## src/rtl/cim_if_decode.sv

```systemverilog
// CIM instruction fetch/decode front end: valid/ready intake, decode, and a
// 4-stage control delay line (LD +1, STD/CIM +2, NMC +3, WB +4) with stall/flush.
module cim_if_decode #(
  parameter int unsigned ADDR_W = 8,
  parameter int unsigned DATA_W = 8,
  parameter int unsigned N_ACT  = 3,
  parameter int unsigned CORE_W = 2
) (
  input  logic              clk,
  input  logic              rst_n,
  input  logic              instr_valid,
  output logic              instr_ready,
  input  logic [7:0]        instruction,
  input  logic [ADDR_W-1:0] address,
  input  logic [DATA_W-1:0] data,
  input  logic              stall,
  input  logic              flush,
  output logic              weight_we,
  output logic [ADDR_W-1:0] weight_in_A,
  output logic [N_ACT-1:0]  act_we,
  output logic [ADDR_W-1:0] act_in_A,
  output logic              STDW,
  output logic              STDR,
  output logic [ADDR_W-1:0] STD_A,
  output logic              CIM_en,
  output logic              slide_en,
  output logic [CORE_W-1:0] CIM_Core_A,
  output logic              relu_out_en,
  output logic              WB_en,
  output logic [ADDR_W-1:0] WB_A,
  output logic              illegal_op
);

  localparam logic [0:0] S_IDLE  = 1'b0;
  localparam logic [0:0] S_BURST = 1'b1;

  logic [0:0]        r_state, w_state_nxt;
  logic [DATA_W-1:0] r_rem, w_rem_nxt;
  logic [CORE_W-1:0] r_core, w_core_nxt;
  logic              r_illegal;

  // stage 1: LD consumers plus everything carried downstream
  logic              r_s1_v, r_s1_ldw, r_s1_lda, r_s1_stdw, r_s1_stdr;
  logic              r_s1_cim, r_s1_slide, r_s1_relu, r_s1_wb;
  logic [3:0]        r_s1_ch;
  logic [CORE_W-1:0] r_s1_core;
  logic [ADDR_W-1:0] r_s1_addr;
  logic              r_s2_v, r_s2_stdw, r_s2_stdr, r_s2_cim, r_s2_slide, r_s2_relu, r_s2_wb;
  logic [CORE_W-1:0] r_s2_core;
  logic [ADDR_W-1:0] r_s2_addr;
  logic              r_s3_v, r_s3_relu, r_s3_wb;
  logic [ADDR_W-1:0] r_s3_addr;
  logic              r_s4_v, r_s4_wb;
  logic [ADDR_W-1:0] r_s4_addr;

  logic              w_accept, w_ld, w_illegal;
  logic              w_ldw, w_lda, w_stdw, w_stdr, w_cim, w_slide, w_relu, w_wb;
  logic [3:0]        w_op, w_f, w_ch;
  logic [CORE_W-1:0] w_core;
  logic [ADDR_W-1:0] w_addr;
  logic              w_act_en, w_gate;

  assign w_op        = instruction[7:4];
  assign w_f         = instruction[3:0];
  assign instr_ready = (r_state == S_IDLE) & ~stall & ~flush;
  assign w_accept    = instr_valid & instr_ready;

  // next-state, burst counter and stage-1 load decode
  always_comb begin
    w_state_nxt = r_state;
    w_rem_nxt   = r_rem;
    w_core_nxt  = r_core;
    w_ld        = 1'b0;
    w_illegal   = 1'b0;
    w_ldw       = 1'b0;
    w_lda       = 1'b0;
    w_stdw      = 1'b0;
    w_stdr      = 1'b0;
    w_cim       = 1'b0;
    w_slide     = 1'b0;
    w_relu      = 1'b0;
    w_wb        = 1'b0;
    w_ch        = 4'd0;
    w_core      = '0;
    w_addr      = '0;
    if (flush) begin
      w_state_nxt = S_IDLE;
      w_rem_nxt   = '0;
    end else if (!stall) begin
      case (r_state)
        S_IDLE: begin
          if (w_accept) begin
            w_ld   = 1'b1;
            w_addr = address;
            case (w_op)
              4'd0: ;
              4'd1: w_ldw = 1'b1;
              4'd2: begin
                if (32'(w_f) < N_ACT) begin
                  w_lda = 1'b1;
                  w_ch  = w_f;
                end else begin
                  w_illegal = 1'b1;
                end
              end
              4'd3: w_stdw = 1'b1;
              4'd4: w_stdr = 1'b1;
              4'd5: begin
                w_cim  = 1'b1;
                w_core = w_f[CORE_W-1:0];
              end
              4'd6: begin
                w_cim  = 1'b1;
                w_core = w_f[CORE_W-1:0];
                if (data != '0) begin
                  w_state_nxt = S_BURST;
                  w_rem_nxt   = data;
                  w_core_nxt  = w_f[CORE_W-1:0];
                end
              end
              4'd7: begin
                w_relu = data[0];
                w_wb   = 1'b1;
              end
              default: w_illegal = 1'b1;
            endcase
          end
        end
        S_BURST: begin
          w_ld      = 1'b1;
          w_cim     = 1'b1;
          w_slide   = 1'b1;
          w_core    = r_core;
          w_rem_nxt = r_rem - DATA_W'(1);
          if (r_rem == DATA_W'(1)) w_state_nxt = S_IDLE;
        end
        default: w_state_nxt = S_IDLE;
      endcase
    end
  end

  always_ff @(posedge clk or negedge rst_n) begin
    if (!rst_n) begin
      r_state <= S_IDLE;
      r_rem   <= '0;
      r_core  <= '0;
    end else begin
      r_state <= w_state_nxt;
      r_rem   <= w_rem_nxt;
      r_core  <= w_core_nxt;
    end
  end

  always_ff @(posedge clk or negedge rst_n) begin
    if (!rst_n) r_illegal <= 1'b0;
    else if (w_illegal) r_illegal <= 1'b1;
  end

  // control delay line; flush clears valids, stall freezes everything
  always_ff @(posedge clk or negedge rst_n) begin
    if (!rst_n) begin
      r_s1_v <= 1'b0; r_s1_ldw <= 1'b0; r_s1_lda <= 1'b0; r_s1_stdw <= 1'b0;
      r_s1_stdr <= 1'b0; r_s1_cim <= 1'b0; r_s1_slide <= 1'b0; r_s1_relu <= 1'b0;
      r_s1_wb <= 1'b0; r_s1_ch <= 4'd0; r_s1_core <= '0; r_s1_addr <= '0;
      r_s2_v <= 1'b0; r_s2_stdw <= 1'b0; r_s2_stdr <= 1'b0; r_s2_cim <= 1'b0;
      r_s2_slide <= 1'b0; r_s2_relu <= 1'b0; r_s2_wb <= 1'b0; r_s2_core <= '0;
      r_s2_addr <= '0;
      r_s3_v <= 1'b0; r_s3_relu <= 1'b0; r_s3_wb <= 1'b0; r_s3_addr <= '0;
      r_s4_v <= 1'b0; r_s4_wb <= 1'b0; r_s4_addr <= '0;
    end else if (flush) begin
      r_s1_v <= 1'b0;
      r_s2_v <= 1'b0;
      r_s3_v <= 1'b0;
      r_s4_v <= 1'b0;
    end else if (!stall) begin
      r_s1_v <= w_ld; r_s1_ldw <= w_ldw; r_s1_lda <= w_lda; r_s1_stdw <= w_stdw;
      r_s1_stdr <= w_stdr; r_s1_cim <= w_cim; r_s1_slide <= w_slide;
      r_s1_relu <= w_relu; r_s1_wb <= w_wb; r_s1_ch <= w_ch; r_s1_core <= w_core;
      r_s1_addr <= w_addr;
      r_s2_v <= r_s1_v; r_s2_stdw <= r_s1_stdw; r_s2_stdr <= r_s1_stdr;
      r_s2_cim <= r_s1_cim; r_s2_slide <= r_s1_slide; r_s2_relu <= r_s1_relu;
      r_s2_wb <= r_s1_wb; r_s2_core <= r_s1_core; r_s2_addr <= r_s1_addr;
      r_s3_v <= r_s2_v; r_s3_relu <= r_s2_relu; r_s3_wb <= r_s2_wb;
      r_s3_addr <= r_s2_addr;
      r_s4_v <= r_s3_v; r_s4_wb <= r_s3_wb; r_s4_addr <= r_s3_addr;
    end
  end

  assign w_gate      = ~stall;
  assign weight_we   = r_s1_v & r_s1_ldw & w_gate;
  assign weight_in_A = weight_we ? r_s1_addr : '0;
  assign w_act_en    = r_s1_v & r_s1_lda & w_gate;
  assign act_we      = w_act_en ? (N_ACT'(1) << r_s1_ch) : '0;
  assign act_in_A    = w_act_en ? r_s1_addr : '0;
  assign STDW        = r_s2_v & r_s2_stdw & w_gate;
  assign STDR        = r_s2_v & r_s2_stdr & w_gate;
  assign STD_A       = (STDW | STDR) ? r_s2_addr : '0;
  assign CIM_en      = r_s2_v & r_s2_cim & w_gate;
  assign slide_en    = CIM_en & r_s2_slide;
  assign CIM_Core_A  = CIM_en ? r_s2_core : '0;
  assign relu_out_en = r_s3_v & r_s3_relu & w_gate;
  assign WB_en       = r_s4_v & r_s4_wb & w_gate;
  assign WB_A        = WB_en ? r_s4_addr : '0;
  assign illegal_op  = r_illegal;

endmodule

```

## config.mk

```make
export PLATFORM = sky130hd
export DESIGN_NAME = cim_if_decode
export DESIGN_NICKNAME = d
export VERILOG_FILES = /design/src/rtl/cim_if_decode.sv
export SDC_FILE = /design/constraint.sdc
export NUM_CORES = 1
export LEC_CHECK = 0
export ABC_CLOCK_PERIOD_IN_PS = 2510
export BUFFER_PORTS_ARGS = -buffer_cell sky130_fd_sc_hd__buf_2
export CORE_MARGIN = 2
export CORE_UTILIZATION = 58
export CTS_CLUSTER_DIAMETER = 150
export DETAILED_ROUTE_END_ITERATION = 8
export PLACE_DENSITY = 0.95
export SLEW_MARGIN = 0
export SYNTH_ARGS = -nofsm -noshare
export SYNTH_HDL_FRONTEND = slang
export SYNTH_SLANG_ARGS = --single-unit
export TNS_END_PERCENT = 50
```

## constraint.sdc

```tcl
create_clock -name clk -period 2.51 [get_ports clk]
set_input_delay 0.3765 -clock clk [delete_from_list [all_inputs] [get_ports clk]]
set_output_delay 0.3765 -clock clk [all_outputs]
set_load 0.05 [all_outputs]
```

After elaboration in Yosys (flattened, before gate mapping)
Cells that the tools add are included.
Widths: inputs -> output; s select.
{"block": "classes", "multipliers": 0, "shifts": 1, "n_eq_ne": 12, "n_div": 0, "n_lt_le_gt_ge": 1, "bitwise": 22, "n_addsub": 1, "muxes": 67, "reduce_logical": 7}
{"cell": "$mux 8", "count": 11}
{"cell": "$mux 1", "count": 42}
{"cell": "$and 1x1->1", "count": 18}
{"cell": "$eq 4x3->1 const B", "count": 4}
{"cell": "$mux 4", "count": 4}
{"cell": "$pmux 8 s2", "count": 1}
{"cell": "$eq 4x2->1 const B", "count": 2}
{"cell": "$eq 8x1->1 const B", "count": 1}
{"cell": "$pmux 1 s2", "count": 4}
{"cell": "$reduce_bool 8->1", "count": 1}
{"cell": "$sub 8x1->8 const B", "count": 1}
{"cell": "$reduce_or 7->1", "count": 1}
{"cell": "$mux 2", "count": 3}
{"cell": "$ne 3x2->1 const B", "count": 2}
{"cell": "$reduce_and 6->1", "count": 1}
{"cell": "$eq 4x1->1 const B", "count": 1}
{"cell": "$logic_not 4->1", "count": 1}
{"cell": "$lt 4x2->1 const B", "count": 1}
{"cell": "$pmux 2 s2", "count": 1}
{"cell": "$reduce_and 4->1", "count": 1}
{"cell": "$shl 1x4->3 const A", "count": 1}
{"cell": "$mux 3", "count": 1}
{"cell": "$ne 3x3->1 const B", "count": 1}
{"cell": "$not 1->1", "count": 3}
{"cell": "other kinds (4)", "count": 4}
{"block": "word_totals", "n_memories": 0, "reg_bits": 73, "mem_bits_rw": 0, "latch_bits": 0, "mem_bits_ro": 0, "out_inout_bits": 46}

Longest topological paths before layout
Gate-level depths: netlist (run 1).
{"block": "logic_depth", "word_depth": 8, "ltp_mapped": 6}

Worst setup path before layout (run 1)
Ideal clock, no wire load.
{"block": "synth_timing", "path_kind": "input-to-output", "startpoint": "input port stall", "endpoint": "output port act_we[2]", "t_required_ps": 2134, "path_slack_ps": -35, "arrival_time_ps": 2169, "stages": 5, "path_cell_list": "clkbuf_1 nor2b_1 clkbuf_1 nand3_1 nor3b_1"}
{"block": "synth_via", "elab_chain_len": 3}
{"item": "from (decl)", "line": "16", "rtl": "input logic stall,"}
{"item": "$not 1->1 (no line)"}
{"item": "$and 1x1->1", "line": "192", "rtl": "assign w_act_en = r_s1_v & r_s1_lda & w_gate;"}
{"item": "$mux 3", "line": "193", "rtl": "assign act_we = w_act_en ? (N_ACT'(1) << r_s1_ch) : '0;"}
{"item": "to (decl)", "line": "20", "rtl": "output logic [N_ACT-1:0] act_we,"}
No other way between the ends.

Worst setup path after layout (run 1)
{"block": "layout_timing", "startpoint": "register r_s1_v", "endpoint": "output port act_we[2]"}
{"block": "layout_via", "elab_chain_len": 3}
{"item": "from (decl)", "line": "43", "rtl": "logic r_s1_v, r_s1_ldw, r_s1_lda, r_s1_stdw, r_s1_stdr;"}
{"item": "from (signal assigned)", "line": "176", "rtl": "r_s1_v <= w_ld; r_s1_ldw <= w_ldw; r_s1_lda <= w_lda; r_s1_stdw <= w_stdw;"}
{"item": "$and 1x1->1 (2 in series)", "line": "192"}
{"item": "$mux 3", "line": "193"}
No other way between the ends.

==> results by group, run 1 <==
Status
  • Status: finished, final reports clean

STA
  • Tmin final: 2.02 ns
  • RSZ-0062 raised after global routing: no
  • Final Max Tran Viols: 0
  • Peak Freq: 494 MHz
  • Fin crit share: about four fifths
  • Setup TNS Final: 0 ns
  • Layout Skew: around 0.0070 ns
  • Final WS setup: 0.485 ns
  • Worst Max-Slew Pin Slew: just over 0.8 ns
  • Fin. Hold Viols: 0
  • Slew HR: between 40 and 50%
  • Endpoints failing setup: 0

Pwr
  • Power Density: 609 nW/um2
  • P_leak: between 0.002 and 0.0025 uW
  • VDD IR max: around 0.35 mV

Clock tree
  • CTS tree: done
  • PostCTS Resize Cnt: 0
  • CTS Buf Count: 9
  • Sink Count: 73
  • Clk slew on worst S/H paths: 0.08 ns
  • H-tree levels: 3
  • Root buf cell: clkbuf_8
  • Post-CTS Setup Repair Bufs: 0
  • # hold bufs at CTS: 0
  • Clock Latency Late Sink: 0.35 ns
  • Clock buffer depth: 2

Global route
  • GRT Util Overall: 27.4%
  • Initial antenna violation count: 0
  • Largest net degree at the start of global routing: 58
  • Total grt overflow: 0
  • Vias in the first global route: between 2000 and 3000
  • First-pass GRT wire length: ~13000 um

Flow run
  • Max cap viols: 0

Worst setup path
  • Critical R2R Launch: r_rem[2]
  • FF-to-FF End: r_rem[7]
  • Crit path kind: flop to primary output
  • Required time worst endpoint: 2.13 ns
  • Worst Setup Start Kind: flop
  • Reg2Reg Depth: 4
  • Arr. time, crit path: 1.65 ns
  • Critical-path maximum fanout: 3
  • Setup crit end kind: primary output
  • Reg2Reg Setup Slack: 0.69 ns

Route
  • DRC viols: 0
  • Antenna viol nets, final: 0
  • Pre-antenna DRT Iters: 6
  • Via count: 3094
  • DRT iter0 DRCs: 271
  • Vias/cell: 5.84
  • Drt wl/cell: around 16 um
  • Total detailed-routing wirelength: 8620 um

Logic synthesis
  • Distinct cells, synth: 46
  • Synth top cells by count: nand2_1 (113), dfrtp_1 (73), and3_1 (25), and2_1 (24)
  • Fraction of registers with async set/reset: 100%
  • Synth area leader: dfrtp_1
  • Syn nets: 408
  • Flops & latches, synth: 73
  • Ys flop type: dfrtp_1
  • Number of synthesized flops with an enable pin: 0
  • Most frequent cell after synthesis: nand2_1
  • Sequential area share after synthesis: around 53%
  • Synth Instances: 377
  • Area fraction of the dominant cell type after synthesis: 52.6%
  • Post-synthesis instance area: 3470 um2
  • Ys Warns: 0
  • Avg Cell Area, Syn: approximately 9.2 um2
  • Area contributors post-synth: dfrtp_1 (53%), nand2_1 (12%), and3_1 (4.5%)

Placement
  • GPL Wtd Cong: 0.952
  • Dpl ws: between 0.5 and 0.6 ns
  • Port buffer count: 74
  • HPWL Detailed: between 5000 and 6000 um

Layout
  • Filler Cells Inserted: 429
  • Number of diodes: 0
  • Register area: 1830 um2
  • Final Util: a little over two thirds
  • Area delta synth->final: 19.1%
  • Layout cells sized above 1: roughly a quarter
  • Fin nets: 481
  • Area of the multi-input gates: 1540 um2

Floorplanning
  • Die Wd: between 80 and 90 um
  • Core area: 5850 um2
  • Num ports: 75
  • Die Height: 81.4 um
  • Initial Util: 59.4%
  • Row count: 28
  • Total Die Area: 6620 um2

Worst hold path
  • Worst hold-check path type: input pin to asynchronous set/reset pin
[sequential cells by signal, summed over array words and instances (netlist names), 2 cells and up]
name	count
r_s1_core	2
r_s3_addr	8
r_core	2
r_rem	8
r_s2_addr	8
r_s1_addr	8
r_s4_addr	8
r_s1_ch	4
r_s2_core	2
[final cells by class]
type	count	area share, %
Inverter	9	0.817
Tap cell	75	2.27
Clock buffer	9	2.99
Timing Repair Buffer	82	10.7
Clock inverter	7	1.85
Multi-Input combinational cell	275	37.2
Sequential cell	73	44.2
[worst max-delay path by stage]
stage	start	endpoint	slack [ns]	depth (start not counted)
finish	r_s1_v	act_we[2]	0.49	4
detailed placement	data[2]	r_rem[2]	0.50	5
global route	r_s1_v	act_we[2]	0.36	4
global placement	data[2]	r_rem[2]	0.53	5
floorplan	stall	act_we[2]	-0.04	5
CTS	r_s1_v	act_we[2]	0.49	4
[stage by stage]
step,total power [uW],cell area [um2],hold slack (ns),std cells
after global routing,2620,4140,0.172,530
final,2520,4140,0.115,530
after CTS,2530,4140,0.136,530
after floorplan,1490,3470,0.0809,377
after global placement,1580,3940,0.447,514
after detailed placement,1600,3940,0.454,514
[layout by cell type (no fill, tap or decap), types with 2 or more instances in the layout]
cell type / n
nand2_1: 113
and3_1: 25
nor3b_1: 6
buf_2: 74
or4_4: 2
o21ai_0: 8
dfrtp_1: 73
inv_1: 9
nand3_1: 2
and2_1: 24
mux2i_1: 2
a21o_1: 2
a221o_1: 3
mux2_2: 3
a21oi_1: 8
inv_6: 2
clkbuf_8: 9
a32o_1: 2
nor3_1: 10
or4_1: 3
nor2b_1: 7
nand3b_1: 2
a22o_1: 12
or3_1: 3
buf_4: 7
clkinvlp_4: 2
ha_1: 2
nor2_1: 10
a31oi_1: 3
nor4b_1: 2
nand2b_1: 2
[routing by layer]
metal	part of all wire, %	vias to the layer above	GRT usage, %	wire (um)
met5	0	-	0	0
met3	6.9	38	5.00	597
met2	48	156	40.4	4100
li1	-	1431	-	-
met1	41	1469	36.7	3510
met4	4.8	0	18.5	417
[report_power, final]
part	leakage [uW]	switching [uW]	internal [uW]
Sequential	0.000984	66.9	1270
Clock	0.0000962	469	466
Combinational	0.00126	154	95.1
Total	0.00234	690	1830
[worst max-delay path: stages, from the launching register on]
cell,delay [ns]
dfrtp_1,0.35
nor2b_1,0.23
nand3_1,0.19
nor3b_1,0.24
buf_2,0.29
[cell families after synthesis]
group	share of synthesized area [%]
and+or+nand+nor	31.3
DFF	52.6
AOI/OAI and AO/OA	10.4
buffers and inverters	3.17
muxes	1.55
adders and majority gates	0.720
xor gates and xnor gates	0.252
Note: power is estimated with default switching activity, not from simulation.
==> run 2, diff against run 1 <==
--- a/config.mk
+++ b/config.mk
@@ -5,13 +5,13 @@
 export SDC_FILE = /design/constraint.sdc
 export NUM_CORES = 1
 export LEC_CHECK = 0
-export ABC_CLOCK_PERIOD_IN_PS = 2510
+export ABC_CLOCK_PERIOD_IN_PS = 1800
 export BUFFER_PORTS_ARGS = -buffer_cell sky130_fd_sc_hd__buf_2
 export CORE_MARGIN = 2
-export CORE_UTILIZATION = 58
+export CORE_UTILIZATION = 49
 export CTS_CLUSTER_DIAMETER = 150
 export DETAILED_ROUTE_END_ITERATION = 8
-export PLACE_DENSITY = 0.95
+export PLACE_DENSITY = 0.87
 export SLEW_MARGIN = 0
 export SYNTH_ARGS = -nofsm -noshare
 export SYNTH_HDL_FRONTEND = slang
==> constraint.sdc (replaced) <==
create_clock -name clk -period 1.8 [get_ports clk]
set_input_delay 0.27 -clock clk [delete_from_list [all_inputs] [get_ports clk]]
set_output_delay 0.27 -clock clk [all_outputs]
set_load 0.05 [all_outputs]
==> results by group, run 2 (synthesis results as in run 1) <==
Clock tree
  • Clock Latency Late Sink: 0.35 ns (about the same)
  • CTS Buf Count: 9 (unchanged)
  • Sink Count: 73 (unchanged)
  • Root buf cell: clkbuf_8 (unchanged)
  • Clock buffer depth: 2 (unchanged)
  • Post-CTS Setup Repair Bufs: 0 (unchanged)
  • Clk slew on worst S/H paths: 0.09 ns (was 0.08 ns)
  • CTS tree: done (unchanged)
  • H-tree levels: 3 (unchanged)

Layout
  • Number of diodes: 0 (unchanged)
  • Post-Layout Cell Count: 567 (was 530)
  • Most frequent cells in the layout: nand2_1 (113), dfrtp_1 (73), buf_2 (47) (was nand2_1 (113), buf_2 (74), dfrtp_1 (73))
  • Filler Cells Inserted: 569 (was 429)
  • Final Util: 64.3% (was 70.7%)
  • Post-route cell area: 4390 um2 (was 4140 um2)
  • Most common cell after layout, fill and taps aside: nand2_1 (unchanged)
  • Layout cells sized above 1: 28.2% (was 23.7%)
  • Area delta synth->final: 26.5% (was 19.1%)
  • Fin nets: 497 (was 481)

Worst setup path
  • Required time worst endpoint: 2.10 ns (was 2.13 ns)
  • Reg2Reg Depth: 5 (was 4)
  • Reg2Reg Setup Slack: 0.03 ns (was 0.69 ns)
  • Arr. time, crit path: 2.07 ns (was 1.65 ns)
  • CP peak stage delay: 0.42 ns (was 0.35 ns)
  • Crit path kind: flop to flop (was flop to primary output)
  • FF-to-FF End: r_rem[5] (was r_rem[7])
  • Setup crit end kind: flop (was primary output)
  • CP cell instances: buf_4 > or3_1 > or4_1 > a21oi_1 > a221o_1 (was nor2b_1 > nand3_1 > nor3b_1 > buf_2)
  • Slowest-stage cell, CP: or4_1 (was dfrtp_1)
  • Critical-path maximum fanout: 5 (was 3)
  • Worst Setup Start Kind: flop (unchanged)
  • Critical R2R Launch: r_rem[4] (was r_rem[2])

Global route
  • GRT Util Overall: 22.4% (was 27.4%)
  • Total grt overflow: 0 (unchanged)
  • Initial antenna violation count: 0 (unchanged)
  • Vias in the first global route: 2782 (was 2836)
  • First-pass GRT wire length: 13400 um (was 13500 um)
  • Largest net degree at the start of global routing: 74 (was 58)

STA
  • Endpoints failing setup: 0 (unchanged)
  • Peak Freq: 565 MHz
  • RSZ-0062 raised after global routing: yes (was no)
  • Layout Skew: 0.00829 ns (was 0.00704 ns)
  • Slew HR: 62.8% (was 46.1%)
  • Worst Max-Slew Pin Slew: 0.558 ns (was 0.809 ns)
  • Fin. Hold Viols: 0 (unchanged)
  • Fin crit share: between 90% and 100%
  • Setup TNS Final: 0 ns (unchanged)
  • Tmin final: 1.77 ns
  • Final Max Tran Viols: 0 (unchanged)

Floorplanning
  • Row count: 30 (was 28)
  • Num ports: 75 (unchanged)
  • Core area: 6830 um2 (was 5850 um2)
  • Die Height: 88.2 um (was 81.4 um)
  • Total Die Area: 7780 um2 (was 6620 um2)
  • Initial Util: 50.8% (was 59.4%)
  • Die Wd: 88.2 um (was 81.4 um)

Route
  • DRT iter0 DRCs: 232 (was 271)
  • Antenna viol nets, final: 0 (unchanged)
  • Via count: 3003 (was 3094)
  • Drt wl/cell: 14.6 um (was 16.3 um)
  • Total detailed-routing wirelength: 8270 um (was 8620 um)
  • DRC viols: 0 (unchanged)
  • Pre-antenna DRT Iters: 4 (was 6)
  • Vias/cell: 5.30 (was 5.84)

Worst hold path
  • Hold-critical path depth: 2
  • WHS Endpoint: r_s1_addr[0]
  • Worst hold-check path type: input pin to flop (was input pin to asynchronous set/reset pin)
  • Min-delay src: address[0]

Pwr
  • Gate power share: 10.7% (was 9.9%)
  • Power Density: 794 nW/um2 (was 609 nW/um2)
  • Internal power: 2460 uW (was 1830 uW)
  • Seq pwr share: 53.3% (was 53.0%)
  • VDD IR max: 0.564 mV (was 0.350 mV)
  • Switching share of power: 29.4% (was 27.4%)
  • P_leak: 0.00242 uW (was 0.00234 uW)
  • Clk pwr share: 36.0% (was 37.1%)
  • Switch Pwr: 1020 uW (was 690 uW)

Placement
  • Placed Instance Area: 4100 um2 (was 3940 um2)
  • HPWL Detailed: 5720 um (was 5840 um)
  • Port buffer count: 74 (unchanged)
  • Inst Count DP: 550 (was 514)
  • GPL Wtd Cong: 0.853 (was 0.952)

Status
  • Status: finished, final reports clean (unchanged)

Flow run
  • Max cap viols: 0 (unchanged)
[run 2: what timing repair did]
item,in CTS,in global routing
hold buffers,1,0
hold endpoints to repair,73,0
pin swaps,0,1
gates resized for setup,27,10
setup endpoints to repair,26,36
[run 2: final cells by class]
| cell class | count | area (um2) | area share [%] |
|---|---|---|---|
| clock buffers | 9 | 124 | 2.82 |
| repair buffers | 98 | 644 | 14.7 |
| multi-input cells | 275 | 1580 | 35.9 |
| inverters | 9 | 33.8 | 0.769 |
| clock inverters | 7 | 66.3 | 1.51 |
| flip-flops and latches | 73 | 1830 | 41.6 |
| well taps | 96 | 120 | 2.73 |
[run 2: worst max-delay path by stage]
stage	endpoint	from	slack [ns]
finish	r_rem[5]	r_rem[4]	0.03
global route	STD_A[6]	r_s2_v	-0.02
CTS	act_we[2]	r_s1_v	0.001
detailed placement	r_rem[7]	data[2]	-0.10
global placement	r_rem[2]	data[2]	-0.03
floorplan	act_we[2]	stall	-0.11
[run 2: worst max-delay path: cells and delay by family, from the launching register on]
family	cells	cell delay (ns)
and+or+nand+nor	2	0.83
DFF	1	0.40
AOI/OAI and AO/OA	2	0.33
buffers and inverters	1	0.15
[run 2: power groups by stage]
| stage | clock network [uW] | registers [uW] | logic (uW) |
|---|---|---|---|
| finish | 1260 | 1860 | 372 |
| global route | 1360 | 1880 | 419 |
| CTS | 1270 | 1860 | 370 |
| detailed placement | 0 | 1890 | 365 |
| global placement | 0 | 1880 | 352 |
| floorplan | 0 | 1870 | 213 |
[run 2: per-layer routing]
metal	track usage (%)	up-vias	share of wire (%)
met4	7.85	0	1.6
met3	5.09	11	5.4
met1	32.0	1415	47
met2	33.8	108	46
li1	-	1469	-
met5	0	-	0
[run 2: stage by stage]
step / worst slack [ns] / hold WS [ns] / total power, uW
floorplan: -0.108 / -0.0256 / 2080
global placement: -0.0260 / 0.327 / 2240
detailed placement: -0.103 / 0.331 / 2260
CTS: 0.00138 / 0.113 / 3500
global route: -0.0195 / 0.118 / 3650
finish: 0.0292 / 0.127 / 3490
